[src/rtl/led_seq_pkg.sv]
// Shared types and constants for the LED keyframe sequencer.
// Holds the FSM state encoding, the slot record and the per-channel fade step helper.
package led_seq_pkg;

  typedef enum logic [1:0] {
    IDLE = 2'd0,
    FADE = 2'd1,
    HOLD = 2'd2
  } state_t;

  typedef struct packed {
    logic [23:0] color;
    logic [15:0] hold_ms;
  } slot_t;

  localparam int NUM_SLOTS = 8;
  localparam int SLOT_W    = 3;

  // One LSB toward the target; saturates so a channel can never overshoot.
  function automatic logic [7:0] step_toward(input logic [7:0] cur, input logic [7:0] tgt);
    if (cur < tgt) begin
      return cur + 8'd1;
    end else if (cur > tgt) begin
      return cur - 8'd1;
    end else begin
      return cur;
    end
  endfunction

endpackage

[src/rtl/led_sequencer_if.sv]
// Slot-write bus between the host/config source and the sequencer.
// A slot write is accepted on any cycle where wr_valid and wr_ready are both high.
interface led_sequencer_if;
  import led_seq_pkg::*;

  logic              wr_valid;
  logic              wr_ready;
  logic [SLOT_W-1:0] wr_addr;
  logic [23:0]       wr_color;
  logic [15:0]       wr_hold_ms;

  modport master (
    output wr_valid,
    output wr_addr,
    output wr_color,
    output wr_hold_ms,
    input  wr_ready
  );

  modport slave (
    input  wr_valid,
    input  wr_addr,
    input  wr_color,
    input  wr_hold_ms,
    output wr_ready
  );

endinterface

[src/rtl/tick_prescaler.sv]
// Free-running divider producing a registered one-cycle ms_tick every CLK_FREQ/TICK_HZ cycles.
// Only rst clears it; no backpressure, the tick is a pure strobe.
module tick_prescaler #(
  parameter int CLK_FREQ = 12000000,
  parameter int TICK_HZ  = 1000
) (
  input  logic clk,
  input  logic rst,
  output logic ms_tick
);

  localparam int TC    = CLK_FREQ / TICK_HZ - 1;
  localparam int CNT_W = (TC > 0) ? $clog2(TC + 1) : 1;
  localparam logic [CNT_W-1:0] TC_V = CNT_W'(TC);

  logic [CNT_W-1:0] cnt_q, cnt_d;
  logic             tick_q, tick_d;

  always_comb begin
    cnt_d  = (cnt_q == TC_V) ? '0 : cnt_q + CNT_W'(1);
    tick_d = (cnt_q == TC_V);
  end

  always_ff @(posedge clk) begin
    if (rst) begin
      cnt_q  <= '0;
      tick_q <= 1'b0;
    end else begin
      cnt_q  <= cnt_d;
      tick_q <= tick_d;
    end
  end

  assign ms_tick = tick_q;

endmodule

[src/rtl/led_sequencer.sv]
// Keyframe colour sequencer: cross-fades RGB duties slot to slot, then holds each slot's colour.
// All outputs registered, reacting one edge after start/stop/tick; wr_ready is low while fading.
module led_sequencer
  import led_seq_pkg::*;
#(
  parameter int CLK_FREQ   = 12000000,
  parameter int TICK_HZ    = 1000,
  parameter int FADE_TICKS = 4
) (
  input  logic              clk,
  input  logic              rst,
  led_sequencer_if.slave    wr_if,
  input  logic [SLOT_W-1:0] seq_last,
  input  logic              start,
  input  logic              stop,
  output logic [7:0]        red_duty,
  output logic [7:0]        green_duty,
  output logic [7:0]        blue_duty,
  output logic [SLOT_W-1:0] slot_idx,
  output logic              busy,
  output logic              wrap
);

  localparam int FDIV_W = (FADE_TICKS > 1) ? $clog2(FADE_TICKS) : 1;
  localparam logic [FDIV_W-1:0] FDIV_TC = FDIV_W'(FADE_TICKS - 1);

  logic ms_tick;

  tick_prescaler #(
    .CLK_FREQ (CLK_FREQ),
    .TICK_HZ  (TICK_HZ)
  ) u_prescaler (
    .clk     (clk),
    .rst     (rst),
    .ms_tick (ms_tick)
  );

  state_t            state_q, state_d;
  slot_t             slot_q [NUM_SLOTS];
  slot_t             slot_d [NUM_SLOTS];
  logic [7:0]        red_q, red_d, grn_q, grn_d, blu_q, blu_d;
  logic [SLOT_W-1:0] slot_idx_q, slot_idx_d;
  logic [15:0]       hold_q, hold_d;
  logic [FDIV_W-1:0] fdiv_q, fdiv_d;
  logic              busy_q, busy_d;
  logic              wrap_q, wrap_d;
  logic              wr_ready_q, wr_ready_d;

  slot_t             cur_slot;
  logic              at_target;
  logic              fade_step;
  logic [SLOT_W-1:0] next_idx;

  always_comb begin
    cur_slot  = slot_q[slot_idx_q];
    at_target = ({red_q, grn_q, blu_q} == cur_slot.color);
    fade_step = ms_tick && (fdiv_q == FDIV_TC);
    // >= so that lowering seq_last below the current slot still wraps cleanly.
    next_idx  = (slot_idx_q >= seq_last) ? '0 : slot_idx_q + SLOT_W'(1);
  end

  always_comb begin
    slot_d = slot_q;
    if (wr_if.wr_valid && wr_ready_q) begin
      slot_d[wr_if.wr_addr] = '{color: wr_if.wr_color, hold_ms: wr_if.wr_hold_ms};
    end
  end

  always_comb begin
    state_d    = state_q;
    red_d      = red_q;
    grn_d      = grn_q;
    blu_d      = blu_q;
    slot_idx_d = slot_idx_q;
    hold_d     = hold_q;
    fdiv_d     = fdiv_q;
    wrap_d     = 1'b0;

    if (ms_tick) begin
      fdiv_d = (fdiv_q == FDIV_TC) ? '0 : fdiv_q + FDIV_W'(1);
    end

    if (stop) begin
      state_d    = IDLE;
      red_d      = 8'd0;
      grn_d      = 8'd0;
      blu_d      = 8'd0;
      slot_idx_d = '0;
      hold_d     = '0;
    end else if (start) begin
      // Restart keeps the present duties so the new fade starts where the old one left off.
      state_d    = FADE;
      slot_idx_d = '0;
      fdiv_d     = '0;
    end else begin
      case (state_q)
        IDLE: begin
        end
        FADE: begin
          if (at_target) begin
            state_d = HOLD;
            hold_d  = cur_slot.hold_ms;
          end else if (fade_step) begin
            red_d = step_toward(red_q, cur_slot.color[23:16]);
            grn_d = step_toward(grn_q, cur_slot.color[15:8]);
            blu_d = step_toward(blu_q, cur_slot.color[7:0]);
          end
        end
        HOLD: begin
          if (hold_q == '0) begin
            state_d    = FADE;
            slot_idx_d = next_idx;
            wrap_d     = (next_idx == '0);
            fdiv_d     = '0;
          end else if (ms_tick) begin
            hold_d = hold_q - 16'd1;
          end
        end
        default: begin
          state_d = IDLE;
        end
      endcase
    end

    busy_d     = (state_d != IDLE);
    wr_ready_d = (state_d != FADE);
  end

  always_ff @(posedge clk) begin
    if (rst) begin
      state_q    <= IDLE;
      red_q      <= 8'd0;
      grn_q      <= 8'd0;
      blu_q      <= 8'd0;
      slot_idx_q <= '0;
      hold_q     <= '0;
      fdiv_q     <= '0;
      busy_q     <= 1'b0;
      wrap_q     <= 1'b0;
      wr_ready_q <= 1'b1;
      for (int i = 0; i < NUM_SLOTS; i++) begin
        slot_q[i] <= '0;
      end
    end else begin
      state_q    <= state_d;
      red_q      <= red_d;
      grn_q      <= grn_d;
      blu_q      <= blu_d;
      slot_idx_q <= slot_idx_d;
      hold_q     <= hold_d;
      fdiv_q     <= fdiv_d;
      busy_q     <= busy_d;
      wrap_q     <= wrap_d;
      wr_ready_q <= wr_ready_d;
      for (int i = 0; i < NUM_SLOTS; i++) begin
        slot_q[i] <= slot_d[i];
      end
    end
  end

  assign red_duty       = red_q;
  assign green_duty     = grn_q;
  assign blue_duty      = blu_q;
  assign slot_idx       = slot_idx_q;
  assign busy           = busy_q;
  assign wrap           = wrap_q;
  assign wr_if.wr_ready = wr_ready_q;

endmodule

[src/flat_wrapper.sv]
// flat-port wrapper written by rule: the top's interface ports become plain ports
module led_sequencer_flat import led_seq_pkg::*;
#(
  parameter int CLK_FREQ   = 12000000,
  parameter int TICK_HZ    = 1000,
  parameter int FADE_TICKS = 4
)
  (clk, rst, seq_last, start, stop, red_duty, green_duty, blue_duty, slot_idx, busy, wrap, wr_if_wr_valid, wr_if_wr_addr, wr_if_wr_color, wr_if_wr_hold_ms, wr_if_wr_ready);
  led_sequencer_if wr_if_i ();
  input  logic clk;
  input  logic rst;
  input  logic [SLOT_W-1:0] seq_last;
  input  logic start;
  input  logic stop;
  output logic [7:0] red_duty;
  output logic [7:0] green_duty;
  output logic [7:0] blue_duty;
  output logic [SLOT_W-1:0] slot_idx;
  output logic busy;
  output logic wrap;
  input wire logic [$bits(wr_if_i.wr_valid)-1:0] wr_if_wr_valid;
  input wire logic [$bits(wr_if_i.wr_addr)-1:0] wr_if_wr_addr;
  input wire logic [$bits(wr_if_i.wr_color)-1:0] wr_if_wr_color;
  input wire logic [$bits(wr_if_i.wr_hold_ms)-1:0] wr_if_wr_hold_ms;
  output wire logic [$bits(wr_if_i.wr_ready)-1:0] wr_if_wr_ready;
  assign wr_if_i.wr_valid = wr_if_wr_valid;
  assign wr_if_i.wr_addr = wr_if_wr_addr;
  assign wr_if_i.wr_color = wr_if_wr_color;
  assign wr_if_i.wr_hold_ms = wr_if_wr_hold_ms;
  assign wr_if_wr_ready = wr_if_i.wr_ready;
  led_sequencer #(.CLK_FREQ(CLK_FREQ), .TICK_HZ(TICK_HZ), .FADE_TICKS(FADE_TICKS)) u_core (.clk(clk), .rst(rst), .wr_if(wr_if_i), .seq_last(seq_last), .start(start), .stop(stop), .red_duty(red_duty), .green_duty(green_duty), .blue_duty(blue_duty), .slot_idx(slot_idx), .busy(busy), .wrap(wrap));
endmodule
[config.mk]
export PLATFORM = sky130hd
export DESIGN_NAME = led_sequencer_flat
export DESIGN_NICKNAME = d
export VERILOG_FILES = /design/src/rtl/led_seq_pkg.sv /design/src/rtl/led_sequencer_if.sv /design/src/rtl/tick_prescaler.sv /design/src/rtl/led_sequencer.sv /design/src/flat_wrapper.sv
export SDC_FILE = /design/constraint.sdc
export NUM_CORES = 1
export LEC_CHECK = 0
export ABC_AREA = 1
export CAP_MARGIN = 20
export CELL_PAD_IN_SITES_DETAIL_PLACEMENT = 1
export CELL_PAD_IN_SITES_GLOBAL_PLACEMENT = 1
export CORE_AREA = 2 2 208 210
export DETAILED_ROUTE_END_ITERATION = 6
export DIE_AREA = 0 0 210 212
export PLACE_DENSITY = 0.78
export SETUP_SLACK_MARGIN = 0.05
export SYNTH_ARGS = -nofsm -noshare
export SYNTH_HDL_FRONTEND = slang
export SYNTH_SLANG_ARGS = --single-unit
export TNS_END_PERCENT = 5
[constraint.sdc]
create_clock -name clk -period 4.85 [get_ports clk]
set_input_delay 0.7275 -clock clk [delete_from_list [all_inputs] [get_ports clk]]
set_output_delay 0.7275 -clock clk [all_outputs]
set_load 0.01 [all_outputs]
Word-level counts from Yosys, hierarchy flattened:

Cells that the tools add are included.

* $add $sub $neg: 10
* order comparisons: 10
* eq/ne operators: 9
* multiplexer cells: 28
* bitwise operators: 6
* reduce and logical (&&, ||, !) cells: 20

Operators by type and width (count)
* 320-bit bitwise mux: 1
* 40-bit binary-select mux with 3-bit select: 1
* 40-bit demux with 3-bit select: 1
* 40-bit 2-to-1 mux: 3
* 16-bit 2-to-1 mux: 3
* 8-bit 2-to-1 mux: 6
* 16-bit case mux with 2 select lines: 1
* 8-bit by 1-bit adder with 8-bit output, second input constant: 3
* 24-bit equality test: 1
* 8-bit greater-than comparator: 3
* 8-bit less-than comparator: 3
* 8-bit by 1-bit subtractor with 8-bit output, second input constant: 3
* 2-bit 2-to-1 mux: 10
* 5-bit AND reduction: 4
* 16-bit zero test: 1
* 16-bit by 1-bit subtractor with 16-bit output, second input constant: 1
* 14-bit by 1-bit adder with 14-bit output, second input constant: 1
* 14-bit equality test, second input constant: 1
* 2-bit nonzero test: 5
* 4-bit greater-or-equal comparator, second input constant: 2
* 3-bit NOT with 4-bit output: 2
* 2-bit case mux with 3 select lines: 1
* 5-bit OR reduction: 1
* 2-bit equality test, second input constant: 2
* other kinds (15): 23

* flip-flop bits (word level): 385
* input bits: 51
* output and inout port bits: 30
* logic and storage cells: 111

Logic depth before layout (Yosys ltp):

Gate-level depths: netlist (run 1).

* depth after elaboration: 10
* gate-level depth with buffers: 26
* depth with buffers taken out: 24

Modules after synthesis:

A second synthesis (run 1) with hierarchy kept.

* cells, all modules: 2659
* area total of the unflattened synthesis: 18263.8 µm²

Modules (own cells, without submodules)
* led_sequencer: instances 1, cells an instance 2554, area an instance 17534.3 µm²
* tick_prescaler: instances 1, cells an instance 105, area an instance 729.4 µm²

Worst setup path before layout (run 1):

Ideal clock, no wire load.

* path type: reg-to-reg
* from: register u_core.slot_idx_q[0], in the netlist u_core.slot_idx[0]
* to: register u_core.blu_q[6], in the netlist u_core.blue_duty[6]
* data arrival time: 3.296 ns
* path slack: 1.437 ns
* stages on the path, launching flop included: 20
* clock period less this slack: 3.413 ns
* cells stage by stage: dfxtp_1 > buf_4 > buf_4 > clkbuf_1 > o21ai_0 > o221ai_1 > o21ai_0 > ha_1 > a21o_1 > nor2_1 > nand2_1 > fa_1 > nand3_1 > nand3_1 > inv_1 > nor2_1 > o21ai_0 > nand3_1 > a21oi_1 > nor2_1

* cells in the longest elaborated chain, start to end: 7
* elaborated cells between the ends (all ways): 11
* classes of those cells: order compare (2); eq/ne (1); mux (4); bitwise (2); reduce/logical (2)

Ends and longest elaborated chain
* from (decl): line led_sequencer.sv:42 `logic [SLOT_W-1:0] slot_idx_q, slot_idx_d;`
* from (signal assigned): line led_sequencer.sv:149 `slot_idx_q <= slot_idx_d;`
* 3-bit NOT with 4-bit output (not written as such) *: line led_sequencer.sv:55 `cur_slot = slot_q[slot_idx_q];`
* 40-bit binary-select mux with 3-bit select *: line led_sequencer.sv:55
* 40-bit 2-to-1 mux (not written as such) * (2 in a row): line led_sequencer.sv:55
* 8-bit greater-than comparator (tied with other cells): line led_seq_pkg.sv:23 `end else if (cur > tgt) begin`
* 2-bit nonzero test (no line) / 1-bit NOT (equally long branches)
* 5-bit AND reduction (no line)
* to (signal assigned): line led_sequencer.sv:148 `blu_q <= blu_d;`
* to (decl): line led_sequencer.sv:41 `logic [7:0] red_q, red_d, grn_q, grn_d, blu_q, blu_d;`

Every way passes the cells marked *; elsewhere a longest branch is shown, timed or not. The select of a mux whose other input is x is not followed.
A chain may end at the register's enable or synchronous reset.

Worst setup path after layout (run 1):

* from: register u_core.slot_idx_q[0], in the netlist u_core.slot_idx[0]
* to: register u_core.red_q[5], in the netlist u_core.red_duty[5]

* cells in the longest elaborated chain, start to end: 7
* elaborated cells between the ends (all ways): 11
* classes of those cells: order compare (2); eq/ne (1); mux (4); bitwise (2); reduce/logical (2)

Ends and longest elaborated chain
* 3-bit NOT with 4-bit output (not written as such) *: line led_sequencer.sv:55
* 40-bit binary-select mux with 3-bit select *: line led_sequencer.sv:55
* 40-bit 2-to-1 mux (not written as such) * (2 in a row): line led_sequencer.sv:55
* 8-bit greater-than comparator (tied with other cells): line led_seq_pkg.sv:23
* 2-bit nonzero test (no line) / 1-bit NOT (equally long branches)
* 5-bit AND reduction (no line)
* to (signal assigned): line led_sequencer.sv:146 `red_q <= red_d;`
* to (decl): line led_sequencer.sv:41

Marks and branches as above.

==> results of run 1 <==
-- power breakdown --
part | total [uW] | leakage [uW] | switching [uW] | internal [uW]
logic | 581 | 0.00513 | 396 | 185
clock network | 3280 | 0.000675 | 1390 | 1890
registers | 3300 | 0.00313 | 46.5 | 3260
-- layer usage --
metal | up-vias | part of all wire, % | routed length [um]
met5 | - | 0.025 | 16
li1 | 8585 | - | -
met3 | 107 | 5.4 | 3550
met4 | 2 | 2.3 | 1470
met2 | 540 | 46 | 29900
met1 | 9035 | 46 | 30200
-- state kept, by name (all words and copies together) (netlist names) --
signal	cells
u_core.slot_q	320
u_core.hold_q	16
u_core.u_prescaler.cnt_q	14
u_core.blue_duty	8
u_core.green_duty	8
u_core.red_duty	8
u_core.slot_idx	3
u_core.fdiv_q	2
u_core.state_q	2
u_core.busy	1
u_core.u_prescaler.ms_tick	1
u_core.wr_if.wr_ready	1
u_core.wrap	1
-- final timing paths --
check                              startpoint                          end  slack (ns)  cells past startpoint
setup / recovery           u_core.slot_idx[0]           u_core.red_duty[5]        0.74                     18
hold / removal    u_core.u_prescaler.cnt_q[0]  u_core.u_prescaler.cnt_q[0]        0.44                      1
hold reg to reg   u_core.u_prescaler.cnt_q[0]  u_core.u_prescaler.cnt_q[0]        0.44                      1
setup reg to reg           u_core.slot_idx[0]           u_core.red_duty[5]        0.74                     18
-- logic make-up (layout without fill, tap and decap cells) --
family	count (synthesis)	in the layout	synth area share, %
buf+inv	326	308	7.41
compound gates	746	746	21.5
mux	1	1	0.0547
flops	385	385	42.1
other cells	0	1	0
xor+xnor	17	17	0.813
fa+ha+maj	60	60	4.22
simple gates	1115	1115	23.9
-- cell type report --
class,instances,area [um2],share of cell area (%)
Antenna cell,1,2.50,0.0121
Clock buffer,64,1250,6.04
Clock inverter,13,139,0.673
Inverter,120,459,2.22
Multi-Input combinational cell,1939,9290,45.0
Sequential cell,385,7720,37.4
Tap cell,546,683,3.31
Timing Repair Buffer,111,1110,5.37
-- per-stage QoR --
| step | hold WS [ns] | instance area (um2) | setup slack (ns) | std cells | utilization [%] |
|---|---|---|---|---|---|
| after floorplan | 0.418 | 18300 | 1.44 | 2650 | - |
| after global placement | 0.430 | 19200 | 1.01 | 3098 | 45.2 |
| after detailed placement | 0.434 | 19200 | 0.794 | 3100 | 45.3 |
| after CTS | 0.446 | 20600 | 0.780 | 3177 | 48.5 |
| after global routing | 0.464 | 20600 | 0.444 | 3178 | 48.6 |
| final | 0.444 | 20600 | 0.739 | 3179 | 48.6 |
-- Yosys cell counts (all sizes together), types with 9 or more instances --
cell type,instances,area [um2]
a21oi,97,485
buf,47,259
clkbuf,159,647
dfxtp,385,7710
ha,57,713
inv,118,443
nand2,179,687
nand3,45,235
nor2,860,3240
nor3,14,85.1
o211ai,16,120
o21ai,558,2790
o221ai,23,201
o22ai,35,219
xnor2,9,78.8
-- worst register-to-register path, stage by stage (launching register included) --
cell and delay (ns):
dfxtp_4 0.36, inv_4 0.45, buf_4 0.38, o21ai_0 0.11, o221ai_1 0.20, o21ai_1 0.19
ha_1 0.34, nand2_1 0.09, inv_1 0.06, nand2_1 0.06, nand2_1 0.05, nand2_1 0.09
nand2_1 0.25, ha_1 0.43, o21ai_0 0.39, o21ai_0 0.17, xor2_1 0.16, o21ai_0 0.18
nor2_1 0.06
==> run_results.csv, run 1 <==
group,metric,value,unit
run_status,outcome,"complete, no violations",
drt,wire_per_inst,20.5,um
sta,rsz0062_at_grt,"false",
cts,clk_latency,0.59,ns
pwr,peakVddDrop,0.217,mV
floorplan,start_util,43.1,%
sta,hold_viol,0,
pwr,p_total,7160,uW
global_route,grt_busiest_layer,"met2",
floorplan,num_rows,76,
worst_setup_path,crit_fanout,58,
sta,period_share,84.8,%
cts,numCtsBuffers,44,
drt,drt-pass1-iter-count,5,
cts,h-tree-depth,2,
placement,io_buffers,80,
sta,timing.setup.tns,0,ns
sta,slew_violations,0,
yosys,synth.net_count,2761,
placement,post-dp-hpwl,38.3,mm
cts,postCtsHoldBufs,0,
worst_setup_path,cp_num_buf_inv,3,
worst_setup_path,arrival,4.58,ns
sta,finalSetupViolations,0,
sta,min_period,4.11,ns
global_route,grt_max_degree,186,
drt,vias,18300,
finish,syn_to_final_growth,12.7,%
pwr,power_density,347,nW/um2
global_route,grt_pass1_vias,18700,
global_route,overflow,0,
min_path,hold_path.class,"register to register",
worst_setup_path,cp_top_family,"compound AO/OA/AOI/OAI gates",
worst_setup_path,critPathKind,"register to register",
yosys,synth.avg_cell_area,6.91,um2
worst_setup_path,cp_slowest_cell,"inv_4",
drt,ant_nets,0,
yosys,synth_cell_type_count,46,
worst_setup_path,max_stage_delay,0.45,ns
placement,place.gp.congestion,0.836,
sta,fmax,0.243,GHz
floorplan,core_area,42500,um2
cts,cts_root_buf,"clkbuf_16",
floorplan,die-area,44500,um2
cts,clkTransAtPathRegs,0.06,ns
worst_setup_path,cpMostUsedCell,"nand2_1",
cts,clk_path_buf_depth,3,
global_route,grt_pass1_wl,102,mm
sta,skew,0.0239,ns
yosys,syn_inst,2650,
yosys,synth_edf_count,0,
yosys,synth_seq_cells,385,
yosys,ys_seq_area_share,42.1,%
sta,tightest_slew,1.10,ns
floorplan,die_height,212,um
cts,cts_tree,"done",
worst_setup_path,critPathCaptureType,"register",
yosys,syn_area,18300,um2
yosys,synth_ff_type,"dfxtp_1",
cts,post-cts-setup-buffer-count,0,
floorplan,die_w,210,um
finish,final_layout_size_suffix_gt1_share,5.28,%
finish,final_nets,2712,
global_route,gr-usage-met3,3.60,%
worst_setup_path,critical_path.cell_chain,"inv_4 > buf_4 > o21ai_0 > o221ai_1 > o21ai_1 > ha_1 > nand2_1 > inv_1 > nand2_1 > nand2_1 > nand2_1 > nand2_1 > ha_1 > o21ai_0 > o21ai_0 > xor2_1 > o21ai_0 > nor2_1",
finish,num-fill-cells,5376,
cts,clock-sinks,385,
yosys,yosys_warnings,0,
sta,slew-limit-headroom,26.5,%
worst_setup_path,start_kind,"register",
finish,final_common_cell,"nor2_1",
pwr,leakage,0.00893,uW
cts,cts_resized,0,
drt,drc,0,
yosys,async_flop_share,0,%
global_route,use_met1,39.5,%
finish,final_cell_mix,"847 x nor2_1, 542 x o21ai_0, 382 x dfxtp_1, 175 x nand2_1, 107 x inv_1",
worst_setup_path,crit_required,5.32,ns
global_route,grt_antenna_before_repair,2,
drt,via_per_inst,5.75,
global_route,grt_use_met2,48.3,%
drt,first_iter_violations,1582,
run,max_cap_violations,0,
floorplan,io-pin-count,81,
drt,wl,65.1,mm
global_route,grt_usage,29.1,%
(Power assumes the default switching activity.)
==> run 2: changes to the inputs <==
clock period = 3.8 ns   (was 4.85 ns; I/O delays follow)
==> run 2 against run 1 <==
Worst setup slack got worse by 0.48 ns. Largest power group unchanged. Clock skew decreased by 0.0090 ns. Register-to-register slack got worse by 0.48 ns. Critical endpoint is now u_core.blue_duty[6]. Sequential cell count unchanged. Count of clock-buffer cells in the layout increased by 2. Global-route usage increased by 0.82 points. Largest cell class unchanged.
==> run_results.csv, run 2 (synthesized netlist as in run 1, its figures left out) <==
group,metric,value,unit
sta,hold_viol,0,
drt,drt-pass1-iter-count,5,
drt,via_per_inst,5.76,
finish,largest_register,"u_core.slot_q",
placement,dpl_worst_slack,0.0395,ns
drt,wl,67.0,mm
run,max_cap_violations,0,
sta,fin_ws,0.258,ns
sta,hold_ws,0.444,ns
sta,finalSetupViolations,0,
global_route,grt_max_degree,152,
sta,slew-limit-headroom,48.7,%
cts,numCtsBuffers,44,
finish,final_cell_mix,"846 x nor2_1, 535 x o21ai_0, 382 x dfxtp_1, 172 x nand2_1, 107 x inv_1",
finish,final_common_cell,"nor2_1",
worst_setup_path,crit_required,4.26,ns
cts,clock-sinks,385,
worst_setup_path,critPathCaptureType,"register",
placement,place.gp.congestion,0.837,
floorplan,io-pin-count,81,
min_path,hold_path.class,"register to register",
cts,postCtsHoldBufs,0,
worst_setup_path,start_kind,"register",
worst_setup_path,crit_fanout,52,
sta,skew,0.0150,ns
drt,first_iter_violations,1533,
drt,ant_nets,0,
cts,clk_path_buf_depth,3,
global_route,grt_pass1_vias,18800,
pwr,leakage,0.00908,uW
sta,timing.setup.tns,0,ns
floorplan,num_rows,76,
finish,largest_reg_flops,320,
finish,diodes,0,
floorplan,start_util,43.1,%
drt,drc,0,
pwr,power_density,439,nW/um2
placement,dp.cells,3122,
sta,min_period,3.54,ns
sta,slew_violations,0,
placement,io_buffers,80,
finish,final_nets,2735,
finish,syn_to_final_growth,14.3,%
global_route,grt_pass1_wl,105,mm
floorplan,core_area,42500,um2
cts,cts_tree,"done",
sta,rsz0062_at_grt,"true",
cts,clk_latency,0.58,ns
global_route,grt_usage,29.9,%
run_status,outcome,"complete, no violations",
worst_setup_path,r2r_setup_slack,0.26,ns
drt,vias,18400,
finish,final_layout_size_suffix_gt1_share,6.25,%
floorplan,die-area,44500,um2
sta,fmax,0.282,GHz
finish,fin_cells,3200,
finish,reg_top3,"u_core.slot_q x320, u_core.hold_q x16, u_core.u_prescaler.cnt_q x14",
cts,cts_root_buf,"clkbuf_16",
worst_setup_path,arrival,4.00,ns
sta,tightest_slew,0.769,ns
pwr,peakVddDrop,0.262,mV
placement,post-dp-hpwl,40.5,mm
global_route,overflow,0,
floorplan,die_w,210,um
floorplan,die_height,212,um
cts,clkTransAtPathRegs,0.06,ns
pwr,p_total,9190,uW
global_route,grt_antenna_before_repair,3,
cts,h-tree-depth,2,
drt,wire_per_inst,21.0,um
sta,period_share,93.2,%
worst_setup_path,critPathKind,"register to register",
[run 2: changes by cell type in the layout (fill, tap and decap cells not counted), moves of 2 or more]
cell,previous run,this run
clkbuf_16,44,46
o21ai_1,16,23
o21ai_0,542,535
buf_4,25,42
buf_16,0,2
nand2_2,3,5
clkbuf_8,7,9
nand2_1,175,172
[run 2: per-stage QoR]
| stage | utilization (%) | cell area (um2) |
|---|---|---|
| after global placement | 45.7 | 19400 |
| after detailed placement | 45.7 | 19400 |
| after floorplan | - | 18300 |
| after global routing | 49.3 | 20900 |
| after CTS | 49.0 | 20800 |
| final | 49.3 | 20900 |
[run 2: final cells by class]
type                       count  area, um2
sequential                   385       7720
multi-input combinational   1939       9310
timing repair buffer         134       1360
clock buffer                  66       1290
inverter                     120        469
clock inverter                10        103
tap                          546        683
fill                        5382      21600
[run 2: critical path, cell delays in order (launching register included)]
cell and delay [ns]:
dfxtp_4 0.42, buf_12 0.26, o21ai_0 0.14, o221ai_1 0.19, o21ai_1 0.22, ha_1 0.37, a21o_1 0.16, nor2_1 0.26
nand2_4 0.14, fa_1 0.41, nand3_1 0.09, nand3_1 0.10, inv_1 0.07, nor2_1 0.03, o21ai_0 0.23, nand3_1 0.11
a21oi_1 0.16, nor2_1 0.05
[run 2: layer usage]
layer / part of all wire (%) / vias to the layer above / GRT usage, % / wire length (um)
li1: - / 8644 / - / -
met1: 47 / 9182 / 41.4 / 31500
met2: 46 / 496 / 49.3 / 30500
met3: 5.6 / 94 / 3.66 / 3740
met4: 1.8 / 4 / 7.95 / 1230
met5: 0.036 / - / 0 / 24
[run 2: path summary, 6_finish.rpt]
check,startpoint,end,depth (start not counted)
setup reg to reg,u_core.slot_idx[0],u_core.blue_duty[6],17
hold / removal,u_core.slot_q[251],u_core.slot_q[251],2
setup / recovery,u_core.slot_idx[0],u_core.blue_duty[6],17
hold reg to reg,u_core.slot_q[251],u_core.slot_q[251],2
[run 2: repair_timing]
action	4_1_cts	5_1_grt
resized for setup	1	24
endpoints found under the setup margin	1	31
buffers inserted	0	1
cloned	0	1
pin swaps	0	1
[run 2: where the power goes]
group	internal, uW	total, uW	leakage [uW]	switching, uW
logic	243	753	0.00527	511
clock network	2470	4220	0.000689	1740
registers	4160	4220	0.00313	61.0
==> run 3: changes to the inputs <==
ABC_CLOCK_PERIOD_IN_PS = 3800   (was not set)
==> results of run 3 <==
No change in the layout: final DEF, timing and power equal those of run 2.
